## config.mk

```make
export PLATFORM = sky130hd
export DESIGN_NAME = collide_response
export DESIGN_NICKNAME = d
export VERILOG_FILES = /design/src/rtl/collide_response_pkg.sv /design/src/rtl/collide_response_frame_tick_gen.sv /design/src/rtl/collide_response.sv
export SDC_FILE = /design/constraint.sdc
export NUM_CORES = 1
export LEC_CHECK = 0
export CORE_MARGIN = 4
export CORE_UTILIZATION = 57
export DETAILED_ROUTE_END_ITERATION = 8
export PLACE_DENSITY = 0.85
export SYNTH_ARGS = -nofsm -noshare
export SYNTH_HDL_FRONTEND = slang
export SYNTH_HIERARCHICAL = 1
export SYNTH_SLANG_ARGS = --single-unit
```

## constraint.sdc

```tcl
create_clock -name clk -period 5.65 [get_ports clk]
set_input_delay 1.4125 -clock clk [delete_from_list [all_inputs] [get_ports clk]]
set_output_delay 1.4125 -clock clk [all_outputs]
set_load 0.1 [all_outputs]
```

## src/rtl/collide_response_pkg.sv

```systemverilog
// Shared game definitions: collision FSM states, Collide bit positions,
// and the frame-counter load helper used by frame-rate blocks.
package collide_response_pkg;

   typedef enum logic [1:0] {
      ST_IDLE    = 2'd0,
      ST_KNOCK   = 2'd1,
      ST_RECOVER = 2'd2,
      ST_OVER    = 2'd3
   } cr_state_e;

   localparam int COL_FRONT = 0;
   localparam int COL_LEFT  = 1;
   localparam int COL_REAR  = 2;
   localparam int COL_RIGHT = 3;

   // Rear contact never causes a response, so it is masked out of hit decode.
   localparam logic [3:0] HIT_MASK    = ~(4'b0001 << COL_REAR);
   localparam logic [9:0] SPEED_NOCAP = 10'h3FF;
   localparam logic [7:0] CNT8_MAX    = 8'hFF;

   // Frame counters are 8 bits; a zero-length period still lasts one frame.
   function automatic logic [7:0] frames_ld(input int unsigned n);
      logic [7:0] v;
      if (n == 0)
         v = 8'd1;
      else if (n > 255)
         v = 8'hFF;
      else
         v = n[7:0];
      return v;
   endfunction

endpackage

```

## src/rtl/collide_response_frame_tick_gen.sv

```systemverilog
// Two-flop synchroniser for a frame strobe plus rising-edge detector;
// emits a single-clk tick per frame, reusable by any frame-rate block.
module frame_tick_gen (
   input  logic i_clk,
   input  logic i_rst_n,
   input  logic i_frame,
   output logic o_tick
);

   logic r_sync1;
   logic r_sync2;
   logic r_prev;

   always_ff @(posedge i_clk) begin
      if (!i_rst_n) begin
         r_sync1 <= 1'b0;
         r_sync2 <= 1'b0;
         r_prev  <= 1'b0;
      end else begin
         r_sync1 <= i_frame;
         r_sync2 <= r_sync1;
         r_prev  <= r_sync2;
      end
   end

   assign o_tick = r_sync2 & ~r_prev;

endmodule

```

## src/rtl/collide_response.sv

```systemverilog
// Per-frame collision response: knockback push, recovery invulnerability,
// speed capping after front hits, and sticky game-over after too many crashes.
module collide_response
   import collide_response_pkg::*;
#(
   parameter int KNOCK_FRAMES   = 8,
   parameter int RECOVER_FRAMES = 60,
   parameter int PUSH_STEP      = 3,
   parameter int SLOW_SPEED     = 1,
   parameter int CRASH_LIMIT    = 3
) (
   input  logic              clk,
   input  logic              Reset_n,
   input  logic              frame_clk,
   input  logic [3:0]        Collide,
   output logic signed [9:0] XPush,
   output logic [9:0]        SpeedCap,
   output logic              Invuln,
   output logic [7:0]        HitCount,
   output logic              GameOver
);

   localparam logic [7:0] KNOCK_LD = frames_ld(KNOCK_FRAMES);
   localparam logic [7:0] RECOV_LD = frames_ld(RECOVER_FRAMES);
   localparam logic [9:0] PUSH_POS = PUSH_STEP[9:0];
   localparam logic [9:0] PUSH_NEG = -PUSH_POS;
   localparam logic [9:0] SLOW_CAP = SLOW_SPEED[9:0];
   localparam int         CL_SAT   = (CRASH_LIMIT > 255) ? 255 : CRASH_LIMIT;
   localparam logic [7:0] CRASH_LIM = CL_SAT[7:0];

   logic       w_tick;
   logic [3:0] w_hit_bits;
   logic       w_any_hit;
   logic       w_front;
   logic       w_left;
   logic       w_right;
   logic [7:0] w_hits_nxt;
   logic [7:0] w_crash_nxt;

   cr_state_e  r_state;
   logic [7:0] r_cnt;
   logic [7:0] r_crash;
   logic [9:0] r_xpush;
   logic [9:0] r_cap;
   logic       r_inv;
   logic [7:0] r_hits;
   logic       r_over;

   frame_tick_gen u_tick (
      .i_clk   (clk),
      .i_rst_n (Reset_n),
      .i_frame (frame_clk),
      .o_tick  (w_tick)
   );

   assign w_hit_bits  = Collide & HIT_MASK;
   assign w_any_hit   = |w_hit_bits;
   assign w_front     = w_hit_bits[COL_FRONT];
   assign w_left      = w_hit_bits[COL_LEFT];
   assign w_right     = w_hit_bits[COL_RIGHT];
   assign w_hits_nxt  = (r_hits == CNT8_MAX) ? r_hits : r_hits + 8'd1;
   assign w_crash_nxt = (r_crash == CNT8_MAX) ? r_crash : r_crash + 8'd1;

   always_ff @(posedge clk) begin
      if (!Reset_n) begin
         r_state <= ST_IDLE;
         r_cnt   <= 8'd0;
         r_crash <= 8'd0;
         r_xpush <= 10'd0;
         r_cap   <= SPEED_NOCAP;
         r_inv   <= 1'b0;
         r_hits  <= 8'd0;
         r_over  <= 1'b0;
      end else if (w_tick) begin
         case (r_state)
            ST_IDLE: begin
               if (w_any_hit) begin
                  r_hits <= w_hits_nxt;
                  r_inv  <= 1'b1;
                  if (w_front) begin
                     r_crash <= w_crash_nxt;
                     if (w_crash_nxt >= CRASH_LIM) begin
                        // OVER ignores all further collisions, so it stays invulnerable.
                        r_state <= ST_OVER;
                        r_over  <= 1'b1;
                        r_cap   <= 10'd0;
                        r_xpush <= 10'd0;
                     end else begin
                        r_state <= ST_RECOVER;
                        r_cnt   <= RECOV_LD;
                        r_cap   <= SLOW_CAP;
                     end
                  end else begin
                     // A left hit shoves rightward; simultaneous sides cancel.
                     r_state <= ST_KNOCK;
                     r_cnt   <= KNOCK_LD;
                     if (w_left && w_right)
                        r_xpush <= 10'd0;
                     else if (w_left)
                        r_xpush <= PUSH_POS;
                     else
                        r_xpush <= PUSH_NEG;
                  end
               end
            end
            ST_KNOCK: begin
               if (r_cnt <= 8'd1) begin
                  r_xpush <= 10'd0;
                  r_cnt   <= RECOV_LD;
                  r_state <= ST_RECOVER;
               end else begin
                  r_cnt <= r_cnt - 8'd1;
               end
            end
            ST_RECOVER: begin
               if (r_cnt <= 8'd1) begin
                  r_state <= ST_IDLE;
                  r_cnt   <= 8'd0;
                  r_inv   <= 1'b0;
                  r_cap   <= SPEED_NOCAP;
               end else begin
                  r_cnt <= r_cnt - 8'd1;
               end
            end
            ST_OVER: begin
               r_state <= ST_OVER;
               r_over  <= 1'b1;
               r_cap   <= 10'd0;
               r_xpush <= 10'd0;
            end
            default: r_state <= ST_IDLE;
         endcase
      end
   end

   assign XPush    = r_xpush;
   assign SpeedCap = r_cap;
   assign Invuln   = r_inv;
   assign HitCount = r_hits;
   assign GameOver = r_over;

endmodule

```

==> results_dict.tcl <==
set metrics [dict create \
    status "finished clean" \
    ir_drop_uv 181.0 \
    cp_cell_sequence "clkdlybuf4s50_1 > nand2b_1 > o31a_1 > o21ai_0 > nor4_4 > or2_1 > mux2i_1" \
    gp_routability_congestion 0.8439 \
    worst-endpoint-arrival_ps 3710 \
    grt_start_max_net_pins 23 \
    die_height_um 69.64 \
    hold_viol 0 \
    ctsLongestPathBuffers 2 \
    min-delay-start "u_tick/r_sync1$_SDFF_PN0_" \
    ys_seq_elements 36 \
    io-pin-count 37 \
    dp_hpwl_um 3201 \
    clk_root_buffer_cell "clkbuf_8" \
    cts-buffers-inserted 5 \
    cts.repair.resized 0 \
    final_period_minus_worst_setup_slack_ps 3486 \
    synth_fp_nets 268 \
    setup_tns_ps 0 \
    core_mm2 0.003661 \
    critPathLaunchType "input port" \
    first_pass_iters 4 \
    cp_depth 7 \
    syn_avg_cell_area_um2 8.561 \
    design.die.area_mm2 0.004850 \
    die_span_in_x_um 69.64 \
    holdBufCountCts 0 \
    placement.setup.worst_slack_ps 1933 \
    synthesis.yosys.warnings 6 \
    rrSetupSlack_ps 3070 \
    rows 22 \
    vias_per_cell 5.834 \
    worstHoldPathType "reg2reg" \
    post_drt_wl_per_cell_um 13.95 \
    finish.cell_count_without_fillers 320 \
    synthFlopType "dfxtp_1" \
    portBuffers 35 \
    cts_num_sinks 36 \
    detail_route.iter0.violations 146 \
    cp-end-kind "register" \
    ys_seq_area_share_pct 33.28 \
    design.final.nets 286 \
    worst_r2r_endpoint "r_cnt[0]$_SDFFE_PN0P_" \
    synth_cell_type_count 55 \
    fin_crit_sh_pct 61.71 \
    syn_to_final_growth_pct 19.01 \
    critical_path_buf_inv_count 1 \
    post_cts_buffers 0 \
    drive_above_1_share_pct 7.721 \
    floorplan.initialDensity_pct 59.16 \
    hold_path_end "u_tick/r_sync2$_SDFF_PN0_" \
    dpl.cell_count 312 \
    slew_viol_final 0 \
    rsz0062_at_grt "false" \
    synth_cells 253 \
    fmax_ghz 0.2868 \
    reg2reg_from "r_crash[0]$_SDFFE_PN0P_" \
    clock_insertion_delay_worst_skew_ps 290 \
    maxCapViolCount 0 \
    critPathRequiredTime_ps 5870 \
    number_of_enable_flip_flop_cells_after_synthesis 0 \
    path_delay_family "simple AND/OR/NAND/NOR gates" \
    n_antenna_cell 0 \
    synth_async_reset_ratio_pct 0 \
    globalRouteOverflowTotal 0 \
    timing_worst_slew_pin_value_ps 975.3 \
    critical-path-max-stage-delay_ps 570 \
    power.static_leakage_uw 0.001005 \
    cts.htree.levels 2 \
    power_density_mw_per_mm2 264.6 \
    grt_util_all_layers_pct 19.20 \
    report.final.setup_viol 0 \
    tritoncts "done" \
    startpoint "Collide[0]" \
    vias 1867 \
    path_class "in2reg" \
    layout_setup_ws_ps 2164 \
    hold-path-cell-count 1 \
    first_global_vias 1666 \
    timing.critical_path.slowest_stage_cell "clkdlybuf4s50_1" \
    postRouteWirelength_um 4464 \
    global_route_wire_length_before_repair_um 7700 \
    cp_max_fo 8 \
    reg2regPathDepth 7 \
    detail_route.drc_violations 0 \
    clock_skew_ps 5.883 \
    initial_antenna_violation_count 0 \
    clk_pin_slew_ps 70 \
    final_antenna_net_count 0 \
    worst_slew_margin_rel_pct 34.78 \
    synth_area_mm2 0.002166 \
]
==> worst reg2reg max path, cell delays in order (launching register included) <==
cell and delay [ps]:
dfxtp_1 390, ha_1 310, and4_4 300, a21oi_2 60, a211o_1 340, nor4_4 510
or2_1 370, mux2i_1 230
==> sequential cells by signal (all words and copies together), names as in the netlist <==
register        cells
HitCount            8
r_cnt               8
r_crash             8
XPush               3
SpeedCap            2
r_state             2
GameOver            1
Invuln              1
u_tick/r_prev       1
u_tick/r_sync1      1
u_tick/r_sync2      1
==> worst max path at each step <==
stage | to | slack, ps
after global routing | r_cnt[0]$_SDFFE_PN0P_ | 2090
after CTS | r_cnt[0]$_SDFFE_PN0P_ | 2230
after floorplan | SpeedCap[2] | 2740
after global placement | r_cnt[0]$_SDFFE_PN0P_ | 2000
final | r_cnt[0]$_SDFFE_PN0P_ | 2160
after detailed placement | r_cnt[0]$_SDFFE_PN0P_ | 1930
==> cell usage after synthesis (all sizes together), types with 2 or more instances <==
| cell | instances | area (µm²) |
|---|---|---|
| nor4 | 3 | 33.78 |
| and2 | 6 | 37.54 |
| nand4 | 5 | 31.28 |
| o311a | 2 | 20.02 |
| nor3b | 2 | 15.01 |
| o211a | 3 | 30.03 |
| or3 | 8 | 50.05 |
| a21o | 5 | 37.54 |
| and3 | 6 | 37.54 |
| nor2 | 18 | 67.56 |
| o2111ai | 2 | 17.52 |
| or2 | 2 | 12.52 |
| o21a | 2 | 15.01 |
| ha | 8 | 100.1 |
| o41ai | 2 | 17.52 |
| mux2i | 5 | 50.05 |
| nand3 | 9 | 45.04 |
| a31oi | 5 | 31.28 |
| a21oi | 12 | 63.81 |
| o31ai | 3 | 27.52 |
| xor2 | 5 | 51.30 |
| xnor2 | 6 | 52.55 |
| clkbuf | 5 | 18.77 |
| o22ai | 2 | 12.51 |
| dfxtp | 36 | 720.7 |
| inv | 9 | 33.78 |
| nand2 | 15 | 56.30 |
| nor3 | 10 | 61.31 |
| buf | 20 | 146.4 |
| a211oi | 2 | 20.02 |
| o21ai | 17 | 85.08 |
| nand2b | 4 | 25.02 |
==> where the power goes <==
part           internal, µW  switching, µW  leakage, µW
registers               259           5.99     0.000292
clock network           221           95.4    0.0000784
logic                  31.6           69.1     0.000635
==> final cells by class <==
class                           instances  area [µm²]
Timing Repair Buffer                   36       357.8
Multi-Input combinational cell        183        1246
Fill cell                             283        1084
Inverter                                9       33.78
Clock buffer                            5       68.82
Clock inverter                          3       90.09
Sequential cell                        36       720.7
Tap cell                               48       60.06
==> placed cells by master (no fill, tap or decap), drive strengths merged, types with 3 or more instances in the layout <==
cell type / n
clkbuf: 5
nor4: 3
clkdlybuf4s50: 35
a31oi: 5
and3: 6
xnor2: 6
nor2: 18
dfxtp: 36
mux2i: 5
nand4: 5
nand2b: 4
and2: 6
a21oi: 12
xor2: 5
nor3: 10
inv: 9
bufinv: 3
nand3: 9
a21o: 5
nand2: 15
o31ai: 3
o211a: 3
ha: 8
o21ai: 17
or3: 8
==> through the flow <==
step	utilization, %	cell area (µm²)	hold slack, ps	total power (µW)
finish	70.40	2577	433.9	682.0
global route	70.40	2577	468.6	707.7
CTS	70.40	2577	439.0	687.0
detailed placement	66.06	2419	417.9	370.8
global placement	66.06	2419	415.8	369.1
floorplan	-	2166	405.7	351.6
==> cell families after synthesis <==
| logic type | after synthesis | synth area share, % |
|---|---|---|
| buffers and inverters | 34 | 9.185 |
| multiplexers | 5 | 2.311 |
| AO/OA/AOI/OAI | 65 | 20.91 |
| AND/OR/NAND/NOR | 94 | 24.90 |
| flip-flops | 36 | 33.28 |
| XOR/XNOR | 11 | 4.795 |
| adder cells (fa/ha/maj) | 8 | 4.622 |
==> routing by layer <==
| metal | global-route usage (%) | up-vias | wire (µm) |
|---|---|---|---|
| li1 | - | 936 | - |
| met1 | 26.18 | 864 | 2148 |
| met2 | 28.71 | 59 | 1959 |
| met3 | 5.072 | 8 | 284 |
| met4 | 7.872 | 0 | 71 |
| met5 | 0 | - | 0 |
Power figures use the tool's default switching activity.
